## src/rtl/fifo_arbiter.sv

```systemverilog
`default_nettype none
// ============================================================================
// Module      : fifo_arbiter
// Description : 4-entry shared FIFO with independent round-robin arbitration
//               on the push and pop sides for four requesting cores.
//               At most one push and one pop are performed per clock edge.
//               Grants are registered one-hot pulses lasting one cycle.
// Ports       :
//   CLK             in   clock, all state updates on the rising edge
//   FIFOARB_RST     in   synchronous active-high reset
//   FIFOARB_Flush   in   synchronous clear of FIFO contents (RR pointers kept)
//   FIFOARB_WReq    in   [3:0] per-core push request
//   FIFOARB_WData   in   [4*DATA_W-1:0] per-core push data, core i at i*DATA_W
//   FIFOARB_RReq    in   [3:0] per-core pop request
//   FIFOARB_WGnt    out  [3:0] one-hot push grant pulse
//   FIFOARB_RGnt    out  [3:0] one-hot pop grant pulse
//   FIFOARB_RData   out  [DATA_W-1:0] popped entry, valid while RGnt is high
//   FIFOARB_Count   out  [2:0] occupancy 0..4
//   FIFOARB_Full    out  Count == 4
//   FIFOARB_Empty   out  Count == 0
// Revision    : 1.0 - initial release
// ============================================================================
module fifo_arbiter #(
    parameter int DATA_W = 8
) (
    input  logic                CLK,
    input  logic                FIFOARB_RST,
    input  logic                FIFOARB_Flush,
    input  logic [3:0]          FIFOARB_WReq,
    input  logic [4*DATA_W-1:0] FIFOARB_WData,
    input  logic [3:0]          FIFOARB_RReq,
    output logic [3:0]          FIFOARB_WGnt,
    output logic [3:0]          FIFOARB_RGnt,
    output logic [DATA_W-1:0]   FIFOARB_RData,
    output logic [2:0]          FIFOARB_Count,
    output logic                FIFOARB_Full,
    output logic                FIFOARB_Empty
);

    localparam int         N_REQ   = 4;
    localparam int         DEPTH   = 4;
    localparam logic [2:0] C_FULL  = 3'(DEPTH);

    // ------------------------------------------------------------------
    // State
    // ------------------------------------------------------------------
    logic [DATA_W-1:0] mem_q [DEPTH];
    logic [1:0]        wr_ptr_q, wr_ptr_d;
    logic [1:0]        rd_ptr_q, rd_ptr_d;
    logic [2:0]        count_q,  count_d;
    logic [1:0]        wr_rr_q,  wr_rr_d;
    logic [1:0]        rd_rr_q,  rd_rr_d;
    logic [3:0]        wgnt_q,   wgnt_d;
    logic [3:0]        rgnt_q,   rgnt_d;
    logic [DATA_W-1:0] rdata_q,  rdata_d;

    // ------------------------------------------------------------------
    // Per-core data slices
    // ------------------------------------------------------------------
    logic [DATA_W-1:0] w_wdata_core [N_REQ];

    generate
        for (genvar gi = 0; gi < N_REQ; gi++) begin : g_unpack
            assign w_wdata_core[gi] = FIFOARB_WData[gi*DATA_W +: DATA_W];
        end
    endgenerate

    // Round-robin pick: returns {found, index}. The loop runs from the
    // farthest offset down to the pointer itself so the closest eligible
    // requester (in pointer, pointer+1, ... order) is the one left standing.
    function automatic logic [2:0] rr_pick(input logic [3:0] req,
                                           input logic [1:0] ptr);
        logic [2:0] res;
        logic [1:0] idx;
        res = 3'b000;
        for (int i = N_REQ - 1; i >= 0; i--) begin
            idx = ptr + 2'(i);
            if (req[idx]) begin
                res = {1'b1, idx};
            end
        end
        return res;
    endfunction

    // A core still holding last cycle's grant is masked out this cycle.
    logic [3:0] w_wr_elig;
    logic [3:0] w_rd_elig;
    logic [2:0] w_wr_pick;
    logic [2:0] w_rd_pick;
    logic [1:0] w_wr_idx;
    logic [1:0] w_rd_idx;
    logic       w_push;
    logic       w_pop;

    assign w_wr_elig = FIFOARB_WReq & ~wgnt_q;
    assign w_rd_elig = FIFOARB_RReq & ~rgnt_q;
    assign w_wr_pick = rr_pick(w_wr_elig, wr_rr_q);
    assign w_rd_pick = rr_pick(w_rd_elig, rd_rr_q);
    assign w_wr_idx  = w_wr_pick[1:0];
    assign w_rd_idx  = w_rd_pick[1:0];

    // Full/empty use the pre-edge count, so a same-cycle pop does not make
    // room for a push and a same-cycle push does not feed a pop.
    assign w_push = w_wr_pick[2] && (count_q != C_FULL) && !FIFOARB_Flush;
    assign w_pop  = w_rd_pick[2] && (count_q != 3'd0)   && !FIFOARB_Flush;

    // ------------------------------------------------------------------
    // Next-state logic
    // ------------------------------------------------------------------
    always_comb begin
        wr_ptr_d = wr_ptr_q;
        rd_ptr_d = rd_ptr_q;
        count_d  = count_q;
        wr_rr_d  = wr_rr_q;
        rd_rr_d  = rd_rr_q;
        wgnt_d   = 4'b0000;
        rgnt_d   = 4'b0000;
        rdata_d  = rdata_q;

        if (w_push) begin
            wgnt_d[w_wr_idx] = 1'b1;
            wr_rr_d          = w_wr_idx + 2'd1;
            wr_ptr_d         = wr_ptr_q + 2'd1;
        end

        if (w_pop) begin
            rgnt_d[w_rd_idx] = 1'b1;
            rd_rr_d          = w_rd_idx + 2'd1;
            rd_ptr_d         = rd_ptr_q + 2'd1;
            rdata_d          = mem_q[rd_ptr_q];
        end

        case ({w_push, w_pop})
            2'b10:   count_d = count_q + 3'd1;
            2'b01:   count_d = count_q - 3'd1;
            default: count_d = count_q;
        endcase

        // Push/pop are already suppressed during flush; only the FIFO
        // bookkeeping is cleared here.
        if (FIFOARB_Flush) begin
            count_d  = 3'd0;
            wr_ptr_d = 2'd0;
            rd_ptr_d = 2'd0;
        end
    end

    // ------------------------------------------------------------------
    // Registers
    // ------------------------------------------------------------------
    always_ff @(posedge CLK) begin
        if (FIFOARB_RST) begin
            wr_ptr_q <= 2'd0;
            rd_ptr_q <= 2'd0;
            count_q  <= 3'd0;
            wr_rr_q  <= 2'd0;
            rd_rr_q  <= 2'd0;
            wgnt_q   <= 4'b0000;
            rgnt_q   <= 4'b0000;
            rdata_q  <= '0;
        end else begin
            wr_ptr_q <= wr_ptr_d;
            rd_ptr_q <= rd_ptr_d;
            count_q  <= count_d;
            wr_rr_q  <= wr_rr_d;
            rd_rr_q  <= rd_rr_d;
            wgnt_q   <= wgnt_d;
            rgnt_q   <= rgnt_d;
            rdata_q  <= rdata_d;
        end
    end

    // Storage is not reset; only occupancy tracking defines what is valid.
    always_ff @(posedge CLK) begin
        if (!FIFOARB_RST && w_push) begin
            mem_q[wr_ptr_q] <= w_wdata_core[w_wr_idx];
        end
    end

    // ------------------------------------------------------------------
    // Outputs
    // ------------------------------------------------------------------
    assign FIFOARB_WGnt  = wgnt_q;
    assign FIFOARB_RGnt  = rgnt_q;
    assign FIFOARB_RData = rdata_q;
    assign FIFOARB_Count = count_q;
    assign FIFOARB_Full  = (count_q == C_FULL);
    assign FIFOARB_Empty = (count_q == 3'd0);

endmodule
`default_nettype wire

```

## config.mk

```make
export PLATFORM = sky130hd
export DESIGN_NAME = fifo_arbiter
export DESIGN_NICKNAME = d
export VERILOG_FILES = /design/src/rtl/fifo_arbiter.sv
export SDC_FILE = /design/constraint.sdc
export NUM_CORES = 1
export LEC_CHECK = 0
export CAP_MARGIN = 20
export CORE_MARGIN = 2
export CORE_UTILIZATION = 30
export CTS_CLUSTER_SIZE = 8
export DETAILED_ROUTE_END_ITERATION = 6
export SYNTH_ARGS = -nofsm -noshare
export SYNTH_HDL_FRONTEND = slang
export SYNTH_SLANG_ARGS = --single-unit
```

## constraint.sdc

```tcl
create_clock -name CLK -period 2.4 [get_ports CLK]
set_input_delay 0.48 -clock CLK [delete_from_list [all_inputs] [get_ports CLK]]
set_output_delay 0.48 -clock CLK [all_outputs]
set_load 0.01 [all_outputs]
```

==> metrics.txt, run 1 <==
status=completed; area share of the largest cell type after synthesis=0.340; switching power=0.609 mW; adder-cell share of the synthesized area=0.0646; Setup TNS=0 ns; HP Class=flip-flop to flip-flop; min Tclk post-route=2.32 ns; Final Core Density=0.444; Largest delay share family, worst path=simple AND/OR/NAND/NOR gates; Buffers & Inverters on Critical Path=3; pwr dens=656 nW/um2; Routed Antenna Nets=0; CP Cell Sequence=clkdlybuf4s50_1 -> nor2b_4 -> or4_4 -> nand2_4 -> inv_4 -> ha_4 -> inv_2 -> fa_2 -> xor2_2 -> or3_1 -> a21oi_1; clock net sink count=59; via count=1951; MaxCap Viol Count=0; Min Hold Slack=0.504 ns; Worst-path clk slew=0.07 ns; M1 GR Usage=0.150; Synth area leader=edfxtp_1; Seq pwr share=0.431; GR Util All Layers=0.117; Area growth syn-to-layout=44.3%; Synth Area in Simple Gates=0.136; Pre-antenna DRT Iters=4; Clock power frac=0.396; Max stage delay cell, worst path=or4_4; Arr. time, crit path=2.58 ns; worst slew pin tran=0.644 ns; Post-Syn Nets=280; endpoints failing hold=0; initial core utilization=0.308; internal power=2.07 mW; clk_skew=0.00445 ns; drc violations=0; core box area=9200 um2; WL/cell=13.0 um; clk buf depth=2; largest family of logic cells by synthesized area=multiplexers; GP Congestion=0.750; Post-Synth XOR/XNOR Area=0.0155; f_max=431 MHz; die height=101 um; H-tree depth=3; GR Overflow Total=0; post-synthesis mux area share=0.180; fill count=878; fraction of layout cells with a size suffix above 1=0.208; clock latency on the worst-skew pair=0.33 ns; CTS tree=done; met3 usage=0.0319; Synth Instances=223; dpl hpwl=4.21 mm; largest net degree at the start of global routing=20; sequential fraction of the synthesis area=0.531; first-pass GRT wire length=9.29 mm; io pins=64; YS warnings=0; Max VDD drop=0.262 mV; area of the mapped netlist=2830 um2; # rows=35; syn_area_per_cell=12.7 um2; ranking of synthesized cells by area=edfxtp_1 34%, dfxtp_1 19%, mux2i_1 12%; combinational power share=0.173; hold_buf cts=0; vias in the first global route=1907; port bufs=63; routing usage on met2=0.184; CP Capture Type=flip-flop; Starting DRT DRC Count=37; Synth Area in Compound Gates=0.0398; Die ar.=10200 um2; Switching Fraction=0.227; Nets=374; fin. max-slew vios=0; synth unique cells=40; register bit total from synthesis=59; Antenna diodes=0; CTS Buf Count=9; initial antenna violation count=0; Worst slew margin=0.570; CP Max Fanout=3; sequential cell area=1500 um2; startpoint type of the worst setup path=input port; die width=101 um; final setup fails=0; crit path kind=input port to flip-flop; Multi-input gate area=1280 um2; critical path's largest stage delay=0.45 ns; clock root cell=clkbuf_8; Critical Path RT=2.66 ns; Total Wirelength=5.64 mm; global-route layer with the greatest usage=met2; Vias/cell=4.51; Tcrit/Tclk final=0.967; leak pwr=1.67 nW
==> metal layers <==
layer	share of wire	vias up
met5	0	-
met4	0.018	0
met3	0.044	7
met2	0.48	39
met1	0.46	922
li1	-	983
==> worst min-delay path, delay by kind of cell (launching register included) <==
| family | cells | cell delay [ns] |
|---|---|---|
| muxes | 1 | 0.07 |
| and+or+nand+nor | 1 | 0.07 |
| DFF | 1 | 0.33 |
==> path summary, 6_finish.rpt <==
check / startpoint / endpoint / slack [ns] / cells after the start
worst min-delay path: FIFOARB_RData[4]$_SDFFE_PP0N_ / FIFOARB_RData[4]$_SDFFE_PP0N_ / 0.50 / 2
worst min register to register: FIFOARB_RData[4]$_SDFFE_PP0N_ / FIFOARB_RData[4]$_SDFFE_PP0N_ / 0.50 / 2
worst max register to register: FIFOARB_RGnt[0]$_SDFF_PP0_ / FIFOARB_Count[2]$_SDFFE_PP0P_ / 0.19 / 10
worst max-delay path: FIFOARB_RReq[3] / FIFOARB_Count[2]$_SDFFE_PP0P_ / 0.08 / 11
==> kinds of logic after synthesis <==
group,Yosys count
adder cells (fa/ha/maj),14
AO/OA/AOI/OAI,18
AND/OR/NAND/NOR,68
flip-flops,59
XOR/XNOR,5
buffers and inverters,18
multiplexers,41
==> repair_timing <==
| item | in CTS | in global routing |
|---|---|---|
| pin swaps | 3 | 8 |
| setup endpoints to repair | 1 | 1 |
| setup buffers | 0 | 3 |
| cloned | 0 | 0 |
| gates resized for setup | 4 | 12 |
==> registers in the layout, indices dropped and copies added, names as in the netlist <==
| name | flops |
|---|---|
| FIFOARB_WGnt | 4 |
| FIFOARB_RGnt | 4 |
| FIFOARB_Count | 3 |
| mem_q | 32 |
| rd_ptr_q | 2 |
| FIFOARB_RData | 8 |
| wr_rr_q | 2 |
| rd_rr_q | 2 |
| wr_ptr_q | 2 |
==> power by group through the flow <==
stage,sequential (mW),clock [mW],combinational [mW]
3_5_place_dp,1.18,0,0.459
2_1_floorplan,1.18,0,0.250
6_report,1.16,1.06,0.463
3_3_place_gp,1.18,0,0.448
5_1_grt,1.16,1.13,0.518
4_1_cts,1.16,1.09,0.460
==> cell usage in the layout (no fill, tap or decap), types with 4 or more instances in the layout <==
cell,count
clkdlybuf4s50_1,60
mux2i_1,33
edfxtp_1,32
dfxtp_1,27
nor2_1,23
buf_4,23
and2_1,12
ha_1,12
clkbuf_8,9
a21oi_1,8
mux4_2,8
inv_1,7
nand2b_1,6
buf_12,4
==> stage by stage <==
| step | power (mW) | instance area (um2) | cells | setup WS, ns |
|---|---|---|---|---|
| 3_3_place_gp | 1.62 | 3780 | 414 | -0.274 |
| 4_1_cts | 2.71 | 4020 | 430 | 0.0634 |
| 6_report | 2.68 | 4080 | 433 | 0.0795 |
| 3_5_place_dp | 1.64 | 3780 | 414 | -0.359 |
| 5_1_grt | 2.80 | 4080 | 433 | -0.0118 |
| 2_1_floorplan | 1.42 | 2830 | 223 | 0.0162 |
==> final cells by class <==
class,count,share of cell area
Multi-Input combinational cell,146,0.314
Sequential cell,59,0.368
Tap cell,111,0.0340
Clock inverter,6,0.0254
Timing Repair Buffer,90,0.216
Clock buffer,10,0.0313
Inverter,11,0.0107
==> cell usage after synthesis <==
cell and instances:
and2_1 12, nor2_2 2, nand3_1 3, mux4_2 8
buf_12 1, nor2b_1 4, nand2_1 3, nor3b_1 3
a211oi_1 2, a21boi_1 1, a21boi_0 1, nand2b_1 6
clkbuf_1 2, or3b_1 1, nor4bb_1 1, xor2_1 4
or4_4 1, nor3_1 1, ha_1 13, mux2i_1 33
fa_1 1, o21ai_0 3, o21ai_1 1, nor2_1 23
a211oi_2 1, a21oi_1 8, inv_2 2, a41o_1 1
or2_1 2, buf_1 1, nand3b_1 2, inv_1 9
xnor2_1 1, nand2_4 1, buf_4 2, dfxtp_1 27
edfxtp_1 32, nor2b_4 1, buf_2 1, or3_1 2
Note: power is estimated with default switching activity, not from simulation.
==> run 2: changes to the inputs <==
==> constraint.sdc (replaced) <==
create_clock -name CLK -period 2.95 [get_ports CLK]
set_input_delay 0.59 -clock CLK [delete_from_list [all_inputs] [get_ports CLK]]
set_output_delay 0.59 -clock CLK [all_outputs]
set_load 0.01 [all_outputs]
==> run 2 against run 1 <==
Effect of this change: clock skew is 0.0033 ns higher; clock power down 36%; largest power group unchanged; highest routed layer unchanged; critical endpoint unchanged; critical path depth is the same; largest cell class unchanged.
==> metrics.txt, run 2 (synthesized netlist as in run 1, its figures left out) <==
via count=1866; Max VDD drop=0.236 mV; Pre-antenna DRT Iters=4; GR Util All Layers=0.111; H-tree depth=3; WL/cell=12.9 um; postcts setup bufs=0; fin. max-slew vios=0; io pins=64; MaxCap Viol Count=0; Routed Antenna Nets=0; clock root cell=clkbuf_8; worst slew pin tran=0.646 ns; sequential cell area=1500 um2; CP Max Fanout=3; dpl hpwl=3.98 mm; endpoints failing hold=0; Multi-input gate area=1240 um2; die width=101 um; port bufs=63; Setup TNS=0 ns; f_max=391 MHz; Arr. time, crit path=2.81 ns; RSZ-0062 raised after global routing=no; crit path kind=input port to flip-flop; Top Metal Used=met4; Met1 Routed Length=2.46 mm; fraction of layout cells with a size suffix above 1=0.110; leak pwr=1.49 nW; number of flip-flops in the largest register=32; Vias/cell=4.54; DR WL met3=234 um; critical path's largest stage delay=0.55 ns; core box area=9200 um2; fill count=906; CP Capture Type=flip-flop; Worst slew margin=0.569; clock net sink count=59; GR Overflow Total=0; Nets=352; DP Area=3600 um2; WL met2=2.50 mm; Antenna diodes=0; Worst-path clk slew=0.06 ns; first-pass GRT wire length=8.74 mm; status=completed; Most flops, register=mem_q; die height=101 um; Total Wirelength=5.31 mm; Buffers & Inverters on Critical Path=3; hold_buf cts=0; startpoint type of the worst setup path=input port; final setup fails=0; Largest delay share family, worst path=simple AND/OR/NAND/NOR gates; Tcrit/Tclk final=0.867; clock latency on the worst-skew pair=0.32 ns; Die ar.=10200 um2; initial core utilization=0.308; vias in the first global route=1851; CTS Buf Count=9; min Tclk post-route=2.56 ns; Starting DRT DRC Count=61; CTS tree=done; largest net degree at the start of global routing=20; clk_skew=0.00776 ns; initial antenna violation count=0; Min Hold Slack=0.494 ns; Max stage delay cell, worst path=or4_4; drc violations=0; post-CTS resize count=0; HP Class=flip-flop to flip-flop; pwr dens=518 nW/um2; r2r setup slk=0.65 ns; CP Cell Sequence=clkdlybuf4s50_1 -> nor2b_1 -> or4_4 -> nand2_4 -> inv_2 -> ha_1 -> inv_1 -> fa_1 -> xor2_1 -> or3_1 -> a21oi_1; Critical Path RT=3.20 ns; # rows=35; fin area=3780 um2; GP Congestion=0.718; commonest non-fill, non-tap cell in the layout=clkdlybuf4s50_1; most frequent cells in the layout=63 x clkdlybuf4s50_1, 33 x mux2i_1, 32 x edfxtp_1; clk buf depth=2; Area growth syn-to-layout=33.6%
run 2: cell types whose count changed in the layout (fill, tap and decap cells not counted), moves of 3 or more:
cell | previous run | this run
buf_4 | 23 | 4
clkdlybuf4s50_1 | 60 | 63
nor2b_1 | 1 | 4
clkbuf_1 | 1 | 4
buf_12 | 4 | 1
run 2: final cells by class:
class                      instances  area share
clock inverter                     3      0.0103
inverter                          11      0.0109
multi-input combinational        146       0.328
tap                              111      0.0368
sequential                        59       0.397
timing repair buffer              68       0.180
clock buffer                      13      0.0368
run 2: final timing paths:
kind              cells after the start                            end                          start
setup / recovery                     11  FIFOARB_Count[2]$_SDFFE_PP0P_                FIFOARB_RReq[0]
hold / removal                        2  FIFOARB_RData[2]$_SDFFE_PP0N_  FIFOARB_RData[2]$_SDFFE_PP0N_
setup reg to reg                     10  FIFOARB_Count[2]$_SDFFE_PP0P_  FIFOARB_Count[2]$_SDFFE_PP0P_
hold reg to reg                       2  FIFOARB_RData[2]$_SDFFE_PP0N_  FIFOARB_RData[2]$_SDFFE_PP0N_
run 2: worst reg2reg max path, cell delays in order (launching register included):
cell,delay (ns)
dfxtp_1,0.38
nor3b_1,0.32
a41o_1,0.20
nor2_2,0.05
inv_1,0.05
ha_1,0.18
inv_1,0.06
fa_1,0.37
xor2_1,0.16
or3_1,0.30
a21oi_1,0.15
run 2: metrics by stage:
step / util / worst slack [ns] / power, mW / instances
3_3_place_gp: 0.392 / 0.147 / 1.29 / 395
6_report: 0.411 / 0.393 / 1.96 / 411
2_1_floorplan: - / 0.456 / 1.16 / 223
5_1_grt: 0.411 / 0.218 / 2.05 / 411
3_5_place_dp: 0.392 / 0.0789 / 1.30 / 395
4_1_cts: 0.411 / 0.407 / 1.98 / 411
run 2: per-layer routing:
| metal | GRT usage | vias to the layer above |
|---|---|---|
| met5 | 0 | - |
| met4 | 0.0530 | 0 |
| met3 | 0.0243 | 9 |
| met2 | 0.177 | 40 |
| met1 | 0.143 | 873 |
| li1 | - | 944 |
run 2: report_power, final:
group | total, mW | leakage (nW) | switching, mW | internal, mW
clock network | 0.681 | 0.0890 | 0.294 | 0.388
registers | 0.940 | 0.510 | 0.0191 | 0.920
logic | 0.334 | 0.896 | 0.156 | 0.178
==> run 3: changes to the inputs <==
--- a/config.mk
+++ b/config.mk
@@ -8,6 +8,7 @@
 export CAP_MARGIN = 20
 export CORE_MARGIN = 2
 export CORE_UTILIZATION = 30
+export CTS_BUF_LIST = sky130_fd_sc_hd__clkbuf_16
 export CTS_CLUSTER_SIZE = 8
 export DETAILED_ROUTE_END_ITERATION = 6
 export SYNTH_ARGS = -nofsm -noshare
==> run 3 against run 2 <==
Effect of this change: power increased by 15%; first-iteration DRC count decreased by 18%; final area increased by 2.7%; utilization increased by 1.1 points; die area unchanged; clock skew decreased by 0.00079 ns; combinational power about the same; largest cell class unchanged.
==> metrics.txt, run 3 (synthesized netlist as in run 1, its figures left out) <==
drc violations=0; fraction of layout cells with a size suffix above 1=0.110; HP Class=flip-flop to flip-flop; Antenna diodes=0; Arr. time, crit path=2.81 ns; Max VDD drop=0.281 mV; status=completed; io pins=64; Worst slew margin=0.569; final setup fails=0; die width=101 um; Vias/cell=4.59; min Tclk post-route=2.56 ns; H-tree depth=3; f_max=391 MHz; clock latency on the worst-skew pair=0.32 ns; crit path kind=input port to flip-flop; first-pass GRT wire length=8.85 mm; post-CTS resize count=0; Starting DRT DRC Count=50; clock net sink count=59; MaxCap Viol Count=0; Area growth syn-to-layout=37.2%; Setup TNS=0 ns; CP Max Fanout=3; Total Wirelength=5.36 mm; CTS tree=done; startpoint type of the worst setup path=input port; total power draw=2.24 mW; # rows=35; most frequent cells in the layout=63 x clkdlybuf4s50_1, 33 x mux2i_1, 32 x edfxtp_1; Nets=352; CTS Buf Count=9; GR Overflow Total=0; die height=101 um; initial core utilization=0.308; clk buf depth=2; fin. max-slew vios=0; via count=1887; hold_buf cts=0; Most flops, register=mem_q; RSZ-0062 raised after global routing=no; WL/cell=13.0 um; Die ar.=10200 um2; clk_skew=0.00698 ns; commonest non-fill, non-tap cell in the layout=clkdlybuf4s50_1; CP Capture Type=flip-flop; core box area=9200 um2; postcts setup bufs=0; Tcrit/Tclk final=0.866; endpoints failing hold=0; number of flip-flops in the largest register=32; Pre-antenna DRT Iters=3; Routed Antenna Nets=0; dpl hpwl=3.98 mm; leak pwr=1.56 nW; GR Util All Layers=0.114; Worst-path clk slew=0.05 ns; GP Congestion=0.718; pwr dens=578 nW/um2; clock root cell=clkbuf_16; worst slew pin tran=0.645 ns; vias in the first global route=1866; initial antenna violation count=0; port bufs=63; largest net degree at the start of global routing=20; Critical Path RT=3.20 ns
run 3: cell count changes in the layout (fill, tap and decap cells not counted), sizes merged:
cell and delta:
inv +4, clkbuf -4
run 3: stage by stage:
step | area (um2) | worst slack [ns] | std cells | util | hold slack, ns
2_1_floorplan | 2830 | 0.456 | 223 | - | 0.468
3_5_place_dp | 3600 | 0.0789 | 395 | 0.392 | 0.485
6_report | 3880 | 0.394 | 411 | 0.422 | 0.491
4_1_cts | 3880 | 0.399 | 411 | 0.422 | 0.499
5_1_grt | 3880 | 0.214 | 411 | 0.422 | 0.524
3_3_place_gp | 3600 | 0.147 | 395 | 0.392 | 0.480
run 3: where the power goes:
part | leakage (nW) | total (mW) | switching (mW) | internal (mW)
registers | 0.510 | 0.941 | 0.0188 | 0.923
clock network | 0.152 | 0.968 | 0.333 | 0.634
logic | 0.896 | 0.335 | 0.157 | 0.178
run 3: path summary, 6_finish.rpt:
| path | end | cells past startpoint | slack, ns | start |
|---|---|---|---|---|
| setup / recovery | FIFOARB_Count[2]$_SDFFE_PP0P_ | 11 | 0.39 | FIFOARB_RReq[0] |
| setup reg to reg | FIFOARB_Count[2]$_SDFFE_PP0P_ | 10 | 0.66 | FIFOARB_Count[2]$_SDFFE_PP0P_ |
| hold / removal | FIFOARB_RData[2]$_SDFFE_PP0N_ | 2 | 0.49 | FIFOARB_RData[2]$_SDFFE_PP0N_ |
| hold reg to reg | FIFOARB_RData[2]$_SDFFE_PP0N_ | 2 | 0.49 | FIFOARB_RData[2]$_SDFFE_PP0N_ |
run 3: final cells by class:
type,instances,area (um2)
clock buffers,9,225
fillers,895,5320
multi-input cells,146,1240
clock inverters,7,53.8
repair buffers,68,681
flip-flops and latches,59,1500
inverters,11,41.3
well taps,111,139
run 3: worst max-delay path: stages:
cell and delay (ns):
clkdlybuf4s50_1 0.43, nor2b_1 0.16, or4_4 0.55, nand2_4 0.08, inv_2 0.03, ha_1 0.19, inv_1 0.08, fa_1 0.17
xor2_1 0.07, or3_1 0.30, a21oi_1 0.15
run 3: per-layer routing:
| layer | wire length, um | part of all wire | GRT usage |
|---|---|---|---|
| met5 | 0 | 0 | 0 |
| met1 | 2430 | 0.45 | 0.139 |
| met3 | 274 | 0.051 | 0.0409 |
| met4 | 107 | 0.020 | 0.0499 |
| met2 | 2550 | 0.48 | 0.182 |
